## src/rtl/perf_counter_csr.sv

```systemverilog
// Cycle / retired-instruction counters behind a one-cycle-latency CSR read/write port,
// with lo-read shadowing of the hi halves. Optional sticky overflow IRQ: PERF_CNT_OVF_IRQ_EN.
module perf_counter_csr #(
  parameter int DATA_W = 32,
  parameter int CNT_W  = 64
) (
  input  logic              clk,
  input  logic              rst_n,
  input  logic              start,
  input  logic              halt,
  input  logic              retire,
  input  logic              rd_req,
  input  logic [1:0]        rd_addr,
  output logic              rd_valid,
  output logic [DATA_W-1:0] rd_data,
  input  logic              wr_en,
  input  logic [1:0]        wr_addr,
  input  logic [DATA_W-1:0] wr_data,
`ifdef PERF_CNT_OVF_IRQ_EN
  output logic              ovf_irq,
`endif
  output logic              running
);

  localparam int HW = CNT_W - DATA_W;

  typedef enum logic [1:0] {IDLE, RUN, HALT} state_t;

  state_t            r_state, w_nxt;
  logic [CNT_W-1:0]  r_cyc, r_ins;
  logic [HW-1:0]     r_cyc_sh, r_ins_sh;
  logic              w_cnt_en, w_cyc_wr, w_ins_wr;
  logic [DATA_W-1:0] w_rd_mux;

  always_comb begin
    w_nxt = r_state;
    case (r_state)
      IDLE:    if (start)  w_nxt = RUN;
      RUN:     if (halt)   w_nxt = HALT;
      HALT:    if (!halt)  w_nxt = RUN;
      default:             w_nxt = IDLE;
    endcase
  end

  // halt is a level freeze: it stops counting on the very edge it is seen, not one later
  assign w_cnt_en = (r_state == RUN) && !halt;
  assign w_cyc_wr = wr_en && !wr_addr[1];
  assign w_ins_wr = wr_en &&  wr_addr[1];

  always_comb begin
    w_rd_mux = '0;
    case (rd_addr)
      2'd0: w_rd_mux = r_cyc[DATA_W-1:0];
      2'd1: w_rd_mux = DATA_W'(r_cyc_sh);
      2'd2: w_rd_mux = r_ins[DATA_W-1:0];
      2'd3: w_rd_mux = DATA_W'(r_ins_sh);
      default: w_rd_mux = '0;
    endcase
  end

  always_ff @(posedge clk or negedge rst_n) begin
    if (!rst_n) begin
      r_state  <= IDLE;
      running  <= 1'b0;
      r_cyc    <= '0;
      r_ins    <= '0;
      r_cyc_sh <= '0;
      r_ins_sh <= '0;
      rd_valid <= 1'b0;
      rd_data  <= '0;
    end else begin
      r_state  <= w_nxt;
      running  <= (w_nxt == RUN);
      rd_valid <= rd_req;
      if (rd_req) rd_data <= w_rd_mux;

      // A write to either half suppresses that counter's increment for the cycle
      if (w_cyc_wr) begin
        if (wr_addr[0]) r_cyc[CNT_W-1:DATA_W] <= wr_data[HW-1:0];
        else            r_cyc[DATA_W-1:0]     <= wr_data;
      end else if (w_cnt_en) begin
        r_cyc <= r_cyc + CNT_W'(1);
      end

      if (w_ins_wr) begin
        if (wr_addr[0]) r_ins[CNT_W-1:DATA_W] <= wr_data[HW-1:0];
        else            r_ins[DATA_W-1:0]     <= wr_data;
      end else if (w_cnt_en && retire) begin
        r_ins <= r_ins + CNT_W'(1);
      end

      if (wr_en && wr_addr == 2'd1)       r_cyc_sh <= wr_data[HW-1:0];
      else if (rd_req && rd_addr == 2'd0) r_cyc_sh <= r_cyc[CNT_W-1:DATA_W];

      if (wr_en && wr_addr == 2'd3)       r_ins_sh <= wr_data[HW-1:0];
      else if (rd_req && rd_addr == 2'd2) r_ins_sh <= r_ins[CNT_W-1:DATA_W];
    end
  end

`ifdef PERF_CNT_OVF_IRQ_EN
  logic w_cyc_wrap;
  assign w_cyc_wrap = w_cnt_en && !w_cyc_wr && (&r_cyc);

  always_ff @(posedge clk or negedge rst_n) begin
    if (!rst_n)                          ovf_irq <= 1'b0;
    else if (wr_en && wr_addr == 2'd0)   ovf_irq <= 1'b0;
    else if (w_cyc_wrap)                 ovf_irq <= 1'b1;
  end
`endif

endmodule

```

## config.mk

```make
export PLATFORM = sky130hd
export DESIGN_NAME = perf_counter_csr
export DESIGN_NICKNAME = d
export VERILOG_FILES = /design/src/rtl/perf_counter_csr.sv
export SDC_FILE = /design/constraint.sdc
export NUM_CORES = 1
export LEC_CHECK = 0
export ABC_AREA = 0
export ABC_CLOCK_PERIOD_IN_PS = 4790
export CORE_AREA = 8 8 214 195
export CTS_BUF_LIST = sky130_fd_sc_hd__clkbuf_8
export DETAILED_ROUTE_END_ITERATION = 12
export DIE_AREA = 0 0 222 203
export MAX_ROUTING_LAYER = met4
export SYNTH_ARGS = -nofsm -noshare
export SYNTH_HDL_FRONTEND = slang
export SYNTH_SLANG_ARGS = --single-unit
```

## constraint.sdc

```tcl
create_clock -name clk -period 4.79 [get_ports clk]
set_input_delay 0.958 -clock clk [delete_from_list [all_inputs] [get_ports clk]]
set_output_delay 0.958 -clock clk [all_outputs]
set_load 0.02 [all_outputs]
```

==> flow_summary.toml, run 1 <==
[run_status]
status = "finished, final reports clean"

[critical_path]
critPathLaunchType = "input pin"
cp_cell_sequence = "clkdlybuf4s50_1 > nor2b_2 > nand2_1 > nand2_1 > buf_4 > a21oi_1 > a21oi_1"
rrSetupSlack_ns = 1.61
slowest_stage = "nand2_1"
worstSetupPathType = "input pin to register"
cp_data_required_time_ns = 5.30
arrival_ns = 3.81
reg2regPathDepth = 7
crit_fanout = 24
endpoint_kind = "register"
cpPeakStageDelay_ns = 0.77

[clock_tree]
ctsResizeCount = 0
hold_buffers = 0
cts.path.max_buffers = 3
cts_sinks = 228
cts_tree = "built"
insertion_delay_ns = 0.61
cts_buffers = 43
cts_setup_buffers = 0
clkTransAtPathRegs_ns = 0.06
cts_root_buf = "clkbuf_8"
h-tree-depth = 2

[die]
core.rowCount = 68
ios = 77
start_util = 0.3456
die_h_um = 203
core_area_um2 = 38030
die_w_um = 222
die_area_um2 = 45070

[timing]
finalHoldWorstSlack_ns = 0.3846
hold_viol = 0
slew_headroom = 0.3680
slew_violations = 0
max_freq_mhz = 302.4
rsz0062_at_grt = "no"
setup-violations-final = 0
tightest_slew_ns = 0.9458
min_period_ns = 3.307
finalSetupTns_ns = 0
finalClockSkew_ns = 0.02908
min_period_over_period = 0.6904
fin_ws_ns = 1.483

[placed_design]
gp_congestion = 0.9476
pre_cts_ws_ns = 0.9704
hpwl_mm = 35.31
port_buffers = 76
place_inst = 1946

[power]
pwr-share-comb = 0.300
vdd_drop_max_uv = 208.4
powerDensity_nw_per_um2 = 504.9
p_switching_uw = 3021
power.total_uw = 7686
clock_power_share = 0.252
p_leak_uw = 0.006089
p_sw_frac = 0.3931
seqPwrFrac = 0.448
p_int_uw = 4665

[finish]
drive_above_1_share = 0.1240
nFillCells = 3772
final_cell_mix = "228 x dfrtp_1, 199 x nand2_1, 126 x a21oi_1"
regArea_um2 = 5705
layout.nets = 1546
antenna_cells = 0
layout_commonest_cell = "dfrtp_1"
multi_input_area_um2 = 7022
synthToLayoutAreaGrowth_pct = 15.82
layout.cells.non_filler = 2022

[global_routing]
antenna_found_initial = 0
grt_pass1_wl_mm = 74.78
grt-ovfl-total = 0
grt_max_degree = 103
grt_pass1_vias = 11997
grtUsageTotal = 0.2191

[drt]
drt_pass1_iterations = 6
antenna_left = 0
route.vias.total = 12560
drt-initial-drc-count = 1421
routedWlPerCell_um = 24.23
drc = 0
routed_wl_mm = 49.00
routed_via_density = 6.212

[min_path]
hold_class = "input pin to asynchronous set/reset pin"

[synth]
synthArstFlopShare = 1.000
synthFlopType = "dfrtp_1"
synth_cell_types = 72
synth_area_um2 = 13150
synth-edff-count = 0
synth-seq-cells = 228
avgSynthCellArea_um2 = 9.028
yosysWarnings = 0
synth-seq-area-share = 0.4340
syn_inst = 1456
synth_nets = 1501

[run]
max_cap_viol_count = 0
==> worst paths after layout <==
path,from,to
max in group asynchronous,rst_n,r_cyc[2]
max reg2reg,r_cyc[0],r_cyc[56]
max,wr_en,r_cyc[4]
min,rst_n,r_ins_sh[3]
min in group clk,rd_data[29],rd_data[29]
min reg2reg,rd_data[29],rd_data[29]
==> layer usage <==
layer / global-route usage / vias up / share of wire
met2: 0.3210 / 647 / 0.44
met1: 0.2954 / 6263 / 0.43
met3: 0.05727 / 84 / 0.11
met5: - / - / 0
li1: - / 5566 / -
met4: 0.06482 / 0 / 0.023
==> sequential cells by signal, summed over array words and instances, names as in the netlist <==
signal,cells
r_ins_sh,32
r_cyc,64
r_cyc_sh,32
r_state,2
rd_valid,1
rd_data,32
r_ins,64
running,1
==> Yosys cell counts (33+ instances only) <==
| cell | n | area, um2 |
|---|---|---|
| o21ai_0 | 91 | 455.4 |
| nand2_1 | 201 | 754.5 |
| nor3_1 | 38 | 190.2 |
| o22ai_1 | 44 | 275.3 |
| clkbuf_1 | 87 | 326.6 |
| mux2_2 | 33 | 371.6 |
| nand4_1 | 39 | 244.0 |
| a21oi_1 | 127 | 635.6 |
| dfrtp_1 | 228 | 5705 |
| mux2i_1 | 44 | 440.4 |
| nand3_1 | 69 | 345.3 |
| nor2_1 | 121 | 454.2 |
| a31oi_1 | 46 | 287.8 |
==> power by group through the flow <==
stage	logic, uW	registers (uW)	clock network, uW
after floorplan	1440	3220	0
after global placement	2260	3410	0
after detailed placement	2300	3420	0
after CTS	2310	3400	1970
after global routing	2520	3530	2050
final	2310	3440	1940
==> final cells by class <==
cell class                 instances  area share
inverter                          16    0.003945
clock buffer                      56     0.05062
timing repair buffer             103     0.06345
multi-input combinational       1109      0.4612
tap                              490     0.04027
clock inverter                    20    0.005753
sequential                       228      0.3748
==> stage by stage <==
stage / util / area, um2
finish: 0.4003 / 15220
global route: 0.4003 / 15220
CTS: 0.4003 / 15220
detailed placement: 0.3777 / 14370
global placement: 0.3777 / 14370
floorplan: - / 13150
==> worst max-delay path: cells and delay by family <==
kind	cells	cell delay, ns
simple gates	3	1.70
buf+inv	2	0.93
compound gates	2	0.20
==> cell families after synthesis <==
kind of cell / after synthesis / synth area share
and+or+nand+nor: 582 / 0.2183
AOI/OAI and AO/OA: 414 / 0.1928
DFF: 228 / 0.4340
buffers and inverters: 119 / 0.03484
muxes: 110 / 0.1175
adders and majority gates: 2 / 0.001903
xor gates and xnor gates: 1 / 0.0006664
Power figures use the tool's default switching activity.
==> inputs of run 2 (changes only) <==
--- a/config.mk
+++ b/config.mk
@@ -6,7 +6,7 @@
 export NUM_CORES = 1
 export LEC_CHECK = 0
 export ABC_AREA = 0
-export ABC_CLOCK_PERIOD_IN_PS = 4790
+export ABC_CLOCK_PERIOD_IN_PS = 3340
 export CORE_AREA = 8 8 214 195
 export CTS_BUF_LIST = sky130_fd_sc_hd__clkbuf_8
 export DETAILED_ROUTE_END_ITERATION = 12
==> constraint.sdc (replaced) <==
create_clock -name clk -period 3.34 [get_ports clk]
set_input_delay 0.668 -clock clk [delete_from_list [all_inputs] [get_ports clk]]
set_output_delay 0.668 -clock clk [all_outputs]
set_load 0.02 [all_outputs]
==> run 2 against run 1 <==
Against the previous run: worst hold slack worse by 0.24 ns; register-to-register slack worse by 1.1 ns; worst setup slack worse by 0.95 ns; wire length is 2.0% higher; cell area is 2.3% higher; global-route usage is 0.42 points higher; clock skew is 0.0064 ns higher; critical path depth stayed put; die area stayed put; sequential share of layout area is 0.85 points lower; critical path type is now register to register; sequential power is 44% higher; first-iteration DRC count is 5.6% lower.
==> flow_summary.toml, run 2 (synthesized netlist as in run 1, its figures left out) <==
[run_status]
status = "finished, final reports clean"

[run]
max_cap_viol_count = 0

[critical_path]
reg2reg_from = "r_ins[0]"
crit_path_start = "r_ins[0]"
worstSetupPathType = "register to register"
cp_data_required_time_ns = 3.83
slowest_stage = "nor4_4"
critPathLaunchType = "register"
cp_cell_sequence = "ha_1 > and4_1 > nand4_1 > nor4_4 > nand3_1 > a21oi_1 > a2bb2oi_1"
cpPeakStageDelay_ns = 0.73
crit_fanout = 8
arrival_ns = 3.30
endpoint_kind = "register"

[placed_design]
port_buffers = 76
place_inst = 1975
hpwl_mm = 36.44
gp_congestion = 0.9871

[clock_tree]
cts.path.max_buffers = 3
cts_root_buf = "clkbuf_8"
cts_setup_buffers = 0
insertion_delay_ns = 0.60
clkTransAtPathRegs_ns = 0.06
ctsResizeCount = 0
cts_sinks = 228
cts_tree = "built"
hold_buffers = 0
h-tree-depth = 2
cts_buffers = 44

[power]
power.total_uw = 11350
p_leak_uw = 0.006273
pwr-share-comb = 0.301
p_switching_uw = 4439
p_sw_frac = 0.3910
seqPwrFrac = 0.437
powerDensity_nw_per_um2 = 728.8
vdd_drop_max_uv = 267.6
p_int_uw = 6913
clock_power_share = 0.261

[drt]
antenna_left = 0
routed_via_density = 6.148
drc = 0
drt-initial-drc-count = 1342
routedWlPerCell_um = 24.33
route.vias.total = 12629
routed_wl_mm = 49.98
drt_pass1_iterations = 6

[finish]
drive_above_1_share = 0.1451
layout.nets = 1576
reg_top3 = "r_cyc x64, r_ins x64"
nFillCells = 3720
synthToLayoutAreaGrowth_pct = 18.49
layout_commonest_cell = "dfrtp_1"
layout.cells.non_filler = 2054
final_cell_mix = "228 x dfrtp_1, 199 x nand2_1, 126 x a21oi_1"
antenna_cells = 0

[timing]
min_period_ns = 2.806
rsz0062_at_grt = "no"
min_period_over_period = 0.8401
finalSetupTns_ns = 0
tightest_slew_ns = 0.8533
setup-violations-final = 0
slew_violations = 0
hold_viol = 0
finalClockSkew_ns = 0.03549
max_freq_mhz = 356.4
slew_headroom = 0.4311

[global_routing]
grt_pass1_wl_mm = 76.17
grt-ovfl-total = 0
grt_pass1_vias = 12015
grt_max_degree = 94
grtUsageTotal = 0.2233
antenna_found_initial = 2

[die]
core.rowCount = 68
die_w_um = 222
core_area_um2 = 38030
ios = 77
die_area_um2 = 45070
start_util = 0.3456
die_h_um = 203

[min_path]
hold_class = "input pin to asynchronous set/reset pin"
[run 2: cell count changes in the layout (fill, tap and decap cells not counted)]
cell        change
inv_6           -1
buf_12          +5
bufinv_16       +1
inv_1           -5
buf_4          +24
clkbuf_8        +3
clkinv_2        +4
clkinvlp_4      +1
[run 2: routing by layer]
metal  vias up  wire [um]  global-route usage
met4         0       1126             0.05725
met3        88       5612             0.05136
met1      6252      21120              0.3084
met5         -          0                   -
li1       5613          -                   -
met2       676      22120              0.3278
[run 2: worst paths after layout]
kind                          endpoint  slack (ns)  cells after the start
setup / recovery             r_ins[52]        0.53                      7
hold / removal             r_ins_sh[7]        0.14                      1
setup reg to reg             r_ins[52]        0.53                      7
hold reg to reg             rd_data[6]        0.51                      1
max in group asynchronous    r_cyc[15]        2.39                      2
min in group clk            rd_data[3]        0.46                      2
[run 2: final cells by class]
type / count / area [um2] / share of cell area
multi-input combinational: 1109 / 7022 / 0.4508
tap: 490 / 613.1 / 0.03936
sequential: 228 / 5705 / 0.3663
inverter: 16 / 60.06 / 0.003856
clock buffer: 59 / 812.0 / 0.05213
timing repair buffer: 132 / 1246 / 0.08001
clock inverter: 20 / 117.6 / 0.007551
[run 2: power groups by stage]
stage	logic, uW	registers, uW	clock network (uW)
detailed placement	3410	4920	0
global placement	3350	4890	0
floorplan	2070	4610	0
finish	3420	4970	2970
CTS	3420	4890	3020
global route	3740	5060	3140
[run 2: worst max-delay path, delay by kind of cell, from the launching register on]
family,cells,cell delay (ns)
fa+ha+maj,1,0.27
simple gates,4,1.61
flops,1,0.48
compound gates,2,0.36
[run 2: metrics by stage]
step	area, um2	utilization	hold slack [ns]	worst slack, ns
finish	15580	0.4096	0.1410	0.5340
global route	15580	0.4096	0.1847	0.3724
CTS	15580	0.4096	0.1648	0.5622
detailed placement	14650	0.3851	0.4985	0.3045
global placement	14650	0.3851	0.4929	0.4006
floorplan	13150	-	0.3724	0.8813
